`src/rtl/prim_assembly.sv`:
```
// Primitive assembly: collects SETVERTEX inputs into triangles and hands them to the rasterizer.
// Define PA_STRIP_EN for triangle-strip assembly; otherwise every three vertices form a triangle.
`ifndef OPCODE_WIDTH
`define OPCODE_WIDTH 4
`endif
`ifndef VREG_WIDTH
`define VREG_WIDTH 64
`endif
`ifndef OP_BEGINPRIMITIVE
`define OP_BEGINPRIMITIVE 1
`endif
`ifndef OP_ENDPRIMITIVE
`define OP_ENDPRIMITIVE 2
`endif
`ifndef OP_SETCOLOR
`define OP_SETCOLOR 3
`endif
`ifndef OP_SETVERTEX
`define OP_SETVERTEX 4
`endif

module prim_assembly #(
    parameter int CNT_WIDTH = 16
) (
    input  logic                     I_CLOCK,
    input  logic                     I_RESET,
    input  logic                     I_LOCK,
    input  logic [`OPCODE_WIDTH-1:0] I_Opcode,
    input  logic [`VREG_WIDTH-1:0]   I_VOut,
    input  logic [`VREG_WIDTH-1:0]   I_ColorOut,
    input  logic                     I_RAST_READY,
    output logic                     O_STALL,
    output logic                     O_TRI_VALID,
    output logic [31:0]              O_V0,
    output logic [31:0]              O_V1,
    output logic [31:0]              O_V2,
    output logic [`VREG_WIDTH-1:0]   O_Color,
    output logic [CNT_WIDTH-1:0]     O_TRI_COUNT,
    output logic [7:0]               O_DROP_COUNT
);

    localparam logic [`OPCODE_WIDTH-1:0] OP_BEGIN  = `OPCODE_WIDTH'(`OP_BEGINPRIMITIVE);
    localparam logic [`OPCODE_WIDTH-1:0] OP_END    = `OPCODE_WIDTH'(`OP_ENDPRIMITIVE);
    localparam logic [`OPCODE_WIDTH-1:0] OP_COLOR  = `OPCODE_WIDTH'(`OP_SETCOLOR);
    localparam logic [`OPCODE_WIDTH-1:0] OP_VERTEX = `OPCODE_WIDTH'(`OP_SETVERTEX);

    typedef enum logic {
        S_IDLE,
        S_COLLECT
    } state_t;

    state_t                   r_state;
    logic [1:0]               r_vcnt;
    logic                     r_formed;
    logic [31:0]              r_slot0;
    logic [31:0]              r_slot1;
    logic [`VREG_WIDTH-1:0]   r_color;

    logic                     w_consume;
    logic                     w_accept;
    logic                     w_complete;
    logic signed [15:0]       w_vx;
    logic signed [15:0]       w_vy;
    logic [31:0]              w_vertex;
    logic                     w_unused;

    function automatic logic [7:0] sat_inc8(input logic [7:0] v);
        return (v == 8'hFF) ? v : v + 8'd1;
    endfunction

    // A pending triangle blocks the vertex stage only while the rasterizer is busy.
    assign O_STALL    = O_TRI_VALID && !I_RAST_READY;
    assign w_consume  = I_LOCK && !O_STALL;
    assign w_accept   = O_TRI_VALID && I_RAST_READY;
    assign w_complete = w_consume && (I_Opcode == OP_VERTEX) &&
                        (r_state == S_COLLECT) && (r_vcnt == 2'd2);

    assign w_vx     = I_VOut[31:16];
    assign w_vy     = I_VOut[47:32];
    assign w_vertex = {w_vy, w_vx};
    assign w_unused = ^{I_VOut[`VREG_WIDTH-1:48], I_VOut[15:0]};

    always_ff @(posedge I_CLOCK) begin
        if (I_RESET) begin
            r_state      <= S_IDLE;
            r_vcnt       <= 2'd0;
            r_formed     <= 1'b0;
            r_slot0      <= '0;
            r_slot1      <= '0;
            r_color      <= '0;
            O_TRI_VALID  <= 1'b0;
            O_V0         <= '0;
            O_V1         <= '0;
            O_V2         <= '0;
            O_Color      <= '0;
            O_TRI_COUNT  <= '0;
            O_DROP_COUNT <= '0;
        end else begin
            if (w_accept)
                O_TRI_COUNT <= O_TRI_COUNT + CNT_WIDTH'(1);

            // A completion on the accepting edge keeps valid high with fresh data.
            if (w_complete)
                O_TRI_VALID <= 1'b1;
            else if (w_accept)
                O_TRI_VALID <= 1'b0;

            if (w_consume) begin
                case (I_Opcode)
                    OP_BEGIN: begin
                        r_state  <= S_COLLECT;
                        r_vcnt   <= 2'd0;
                        r_formed <= 1'b0;
                    end
                    OP_END: begin
                        r_state <= S_IDLE;
                        r_vcnt  <= 2'd0;
                        if (r_state == S_COLLECT && r_vcnt != 2'd0 && !r_formed)
                            O_DROP_COUNT <= sat_inc8(O_DROP_COUNT);
                    end
                    OP_COLOR: r_color <= I_ColorOut;
                    OP_VERTEX: begin
                        if (r_state == S_COLLECT) begin
                            case (r_vcnt)
                                2'd0: begin
                                    r_slot0 <= w_vertex;
                                    r_vcnt  <= 2'd1;
                                end
                                2'd1: begin
                                    r_slot1 <= w_vertex;
                                    r_vcnt  <= 2'd2;
                                end
                                default: begin
                                    O_V0     <= r_slot0;
                                    O_V1     <= r_slot1;
                                    O_V2     <= w_vertex;
                                    O_Color  <= r_color;
                                    r_formed <= 1'b1;
`ifdef PA_STRIP_EN
                                    r_slot0  <= r_slot1;
                                    r_slot1  <= w_vertex;
                                    r_vcnt   <= 2'd2;
`else
                                    r_vcnt   <= 2'd0;
`endif
                                end
                            endcase
                        end
                    end
                    default: ;
                endcase
            end
        end
    end

endmodule

```
`config.mk`:
```
export PLATFORM = sky130hd
export DESIGN_NAME = prim_assembly
export DESIGN_NICKNAME = d
export VERILOG_FILES = /design/src/rtl/prim_assembly.sv
export SDC_FILE = /design/constraint.sdc
export NUM_CORES = 1
export LEC_CHECK = 0
export CAP_MARGIN = 0
export CORE_MARGIN = 2
export CORE_UTILIZATION = 49
export DETAILED_ROUTE_END_ITERATION = 10
export GPL_ROUTABILITY_DRIVEN = 0
export PLACE_DENSITY_LB_ADDON = 0.12
export SETUP_SLACK_MARGIN = 0.4
export SKIP_CTS_REPAIR_TIMING = 1
export SYNTH_ARGS = -nofsm -noshare
export SYNTH_HDL_FRONTEND = slang
export SYNTH_SLANG_ARGS = --single-unit
export TNS_END_PERCENT = 10
```
`constraint.sdc`:
```
create_clock -name I_CLOCK -period 2.71 [get_ports I_CLOCK]
set_clock_uncertainty 0.2 [all_clocks]
set_input_delay 0.813 -clock I_CLOCK [delete_from_list [all_inputs] [get_ports I_CLOCK]]
set_output_delay 0.813 -clock I_CLOCK [all_outputs]
set_load 0.005 [all_outputs]
```
==> metrics.md <==
| Metric | Value |
|---|---|
| Status | `completed` |
| Row count | `58` |
| Final hold violation count | `0` |
| First-iteration detailed-routing DRC count | `between 500 and 600` |
| Post-Synth Adder-Cell Area | `less than 1%` |
| Synth Area in XOR/XNOR | `less than 1%` |
| CP arrival | `1.53 ns` |
| Max VDD drop | `0.000430 V` |
| Synth Area in Simple Gates | `between 20% and 30%` |
| Hold-critical path endpoint | `r_color[26]$_SDFFE_PP0P_` |
| Share of cells above drive strength 1 | `under 10%` |
| Power per cell area | `~570 mW/mm2` |
| I/O pin cnt | `between 300 and 400` |
| Max cap viols | `0` |
| Critical path's slowest cell | `clkdlybuf4s50_1` |
| Post-route cell area | `0.0173 mm2` |
| Area of the die | `around 0.027 mm2` |
| Core area | `about 0.025 mm2` |
| Mapped Area | `0.0126 mm2` |
| Worst Path Max Fanout | `7` |
| Final core occ | `roughly 70%` |
| Psw | `2000 uW` |
| IO Port Bufs | `289` |
| Min Clock Period, post-route | `2.54 ns` |
| Slew @ Worst Pin | `a little under 0.8 ns` |
| R2r setup slk | `about 0.6 ns` |
| Yosys top cell by area | `dfxtp_1` |
| Synthesized Nets | `around 1400` |
| Drt drc | `0` |
| Rel. slew slack | `48.2%` |
| Reg clk slew, reported paths | `around 0.060 ns` |
| Avg Cell Area, Syn | `9.67 um2` |
| Ranking of synthesized cells by area | `dfxtp_1 (50%), nand2b_1 (13%), mux2i_1 (13%)` |
| Fin nets | `around 1700` |
| Async set-or-reset flop fraction in the synthesized netlist | `0%` |
| Hold_sp | `r_color[26]$_SDFFE_PP0P_` |
| H-tree levels | `2` |
| Sw Ratio | `20.3%` |
| Crit path buf inv count | `1` |
| Post-synthesis sequential area ratio | `around half` |
| Critical path class | `flop to output port` |
| DP Area | `~0.016 mm2` |
| CP endpoint kind | `output port` |
| Clock root buffer | `clkbuf_16` |
| Number of synthesized flops with an enable pin | `0` |
| Syn. warnings | `0` |
| Vias in the first global route | `9309` |
| Register share of total power | `between 40% and 50%` |
| Flops & latches, synth | `~320` |
| Final ANT Viol Nets | `0` |
| RSZ-0062 raised after global routing | `true` |
| Top cells by count, synth | `dfxtp_1 (317), nand2b_1 (259), mux2i_1 (161)` |
| Largest family of logic cells by synthesized area | `simple AND/OR/NAND/NOR gates` |
| Worst Hold Class | `flop to flop` |
| Drt total wl | `just over 30000 um` |
| Leakage | `0.00672 uW` |
| R2R cell count | `4` |
| Clock power frac | `48.5%` |
| Critical register-to-register path startpoint | `r_vcnt[0]$_SDFFE_PP0P_` |
| Mapped Cells | `1301` |
| Antenna violations before repair | `2` |
| Clock latency on the worst-skew pair | `0.50 ns` |
| Crit start category | `flop` |
| Via density | `approximately 5.1` |
| Number of buffers created by CTS | `35` |
| Slew Viols, Final | `0` |
| Final setup vio count | `0` |
| HPWL after DPL | `about 20000 um` |
| Starting Density | `between 40% and 50%` |
| CTS tree | `done` |
| Largest net degree at the start of global routing | `75` |
| Avg WL per Cell | `15.8 um` |
| Post-synth top flop | `dfxtp_1` |
| Gr usage total | `21.6%` |
| Die height | `between 150 and 200 um` |
| Clock Path Buffers | `3` |
| Yosys top cell area share | `50.4%` |
| Critical Path, Cell by Cell | `clkdlybuf4s50_1` |
| Mux share of post-synthesis cell area | `between 10% and 20%` |
| Period utilization | `a little over nine tenths` |
| First-pass GRT wire length | `47700 um` |
| Fmax | `0.393 GHz` |
| Synth cell types | `39` |
| DRT Pass-1 Iters | `4` |
| Die width | `roughly 160 um` |
| Max incr delay on CP | `0.56 ns` |
| Count leader, synth | `dfxtp_1` |
| Crit path required time | `1.70 ns` |
| Via count | `approximately 9900` |
| Total power | `9880 uW` |
| Pint | `7880 uW` |
| Compound-gate portion of the synthesized area | `5.95%` |
| RR Endpoint | `O_DROP_COUNT[7]$_SDFFE_PP0P_` |
| GRT overflow | `0` |
| Logic gate share of total power | `around 4.1%` |
| Clock Sinks | `317` |
| Hold path cells | `2` |
| Layout overhead on the synthesized area | `37.6%` |
| Crit path max-delay family | `buffers and inverters` |
[cell type report]
class / count / area, um2
fill: 2004 / 7860
sequential: 317 / 6350
multi-input combinational: 878 / 5810
timing repair buffer: 333 / 3550
clock buffer: 55 / 1090
tap: 330 / 413
clock inverter: 7 / 85.1
inverter: 5 / 18.8
antenna: 1 / 2.50
[flip-flops by register name, indices dropped and copies added (netlist names), 16 cells and up]
name         count
O_V0            32
r_color         64
O_V1            32
O_Color         64
r_slot0         32
O_TRI_COUNT     16
r_slot1         32
O_V2            32
[layout by cell type, fill, tap and decap left out, drive strengths merged, types with 4 or more instances in the layout]
master / count
nand2b: 260
xor2: 4
nand2: 138
and3: 5
clkinv: 5
mux2: 7
or3: 5
nor3: 8
inv: 5
nor2b: 8
xnor2: 6
nor4: 6
dfxtp: 317
a21oi: 74
nand4b: 66
clkbuf: 58
nand4: 7
o21ai: 72
dlymetal6s2s: 7
nor2: 22
nand3: 13
clkdlybuf4s50: 281
buf: 42
mux2i: 161
[worst max path at each step]
stage,endpoint,start,depth (start not counted),slack (ns)
6_report,O_TRI_COUNT[4],O_TRI_COUNT[4]$_SDFFE_PP0P_,1,0.17
5_1_grt,O_TRI_COUNT[4],O_TRI_COUNT[4]$_SDFFE_PP0P_,1,0.12
4_1_cts,O_STALL,I_RAST_READY,4,-0.28
3_5_place_dp,O_V2[13]$_SDFFE_PP0P_,I_RAST_READY,9,-0.34
3_3_place_gp,O_V2[0]$_SDFFE_PP0P_,I_RAST_READY,9,-0.28
2_1_floorplan,O_DROP_COUNT[2]$_SDFFE_PP0P_,I_Opcode[0],5,0.23
[cell families (layout without fill, tap and decap cells)]
family | after synthesis | count (layout)
simple gates | 550 | 550
flops | 317 | 317
mux | 168 | 168
compound gates | 148 | 148
buf+inv | 106 | 400
xor+xnor | 10 | 10
fa+ha+maj | 2 | 2
other cells | 0 | 1
[worst reg2reg max path: cells and delay by family, from the launching register on]
| kind | cells | cell delay, ns |
|---|---|---|
| simple gates | 3 | 1.06 |
| mux | 1 | 0.38 |
| flops | 1 | 0.37 |
[routing by layer]
metal	vias up	routed length, um	global-route usage, %
met5	-	12	0
met4	2	693	6.50
met3	51	2560	7.47
met2	260	14100	35.1
met1	4613	13000	27.2
li1	4935	-	-
[power by group through the flow]
stage / clock (uW) / combinational (uW) / sequential [uW]
after CTS: 4900 / 407 / 4680
after global placement: 0 / 403 / 4780
after floorplan: 0 / 189 / 4780
after detailed placement: 0 / 405 / 4780
final: 4800 / 406 / 4680
after global routing: 5070 / 439 / 4680
[through the flow]
stage	hold slack (ns)	instances	worst slack, ns	TNS, ns
floorplan	0.236	1301	0.230	0
global placement	0.241	1857	-0.278	-50.37
detailed placement	0.246	1857	-0.342	-61.27
CTS	0.254	1919	-0.278	-0.278
global route	0.269	1926	0.118	0
finish	0.253	1926	0.167	0
No activity file was read; power rests on OpenSTA's default activity.
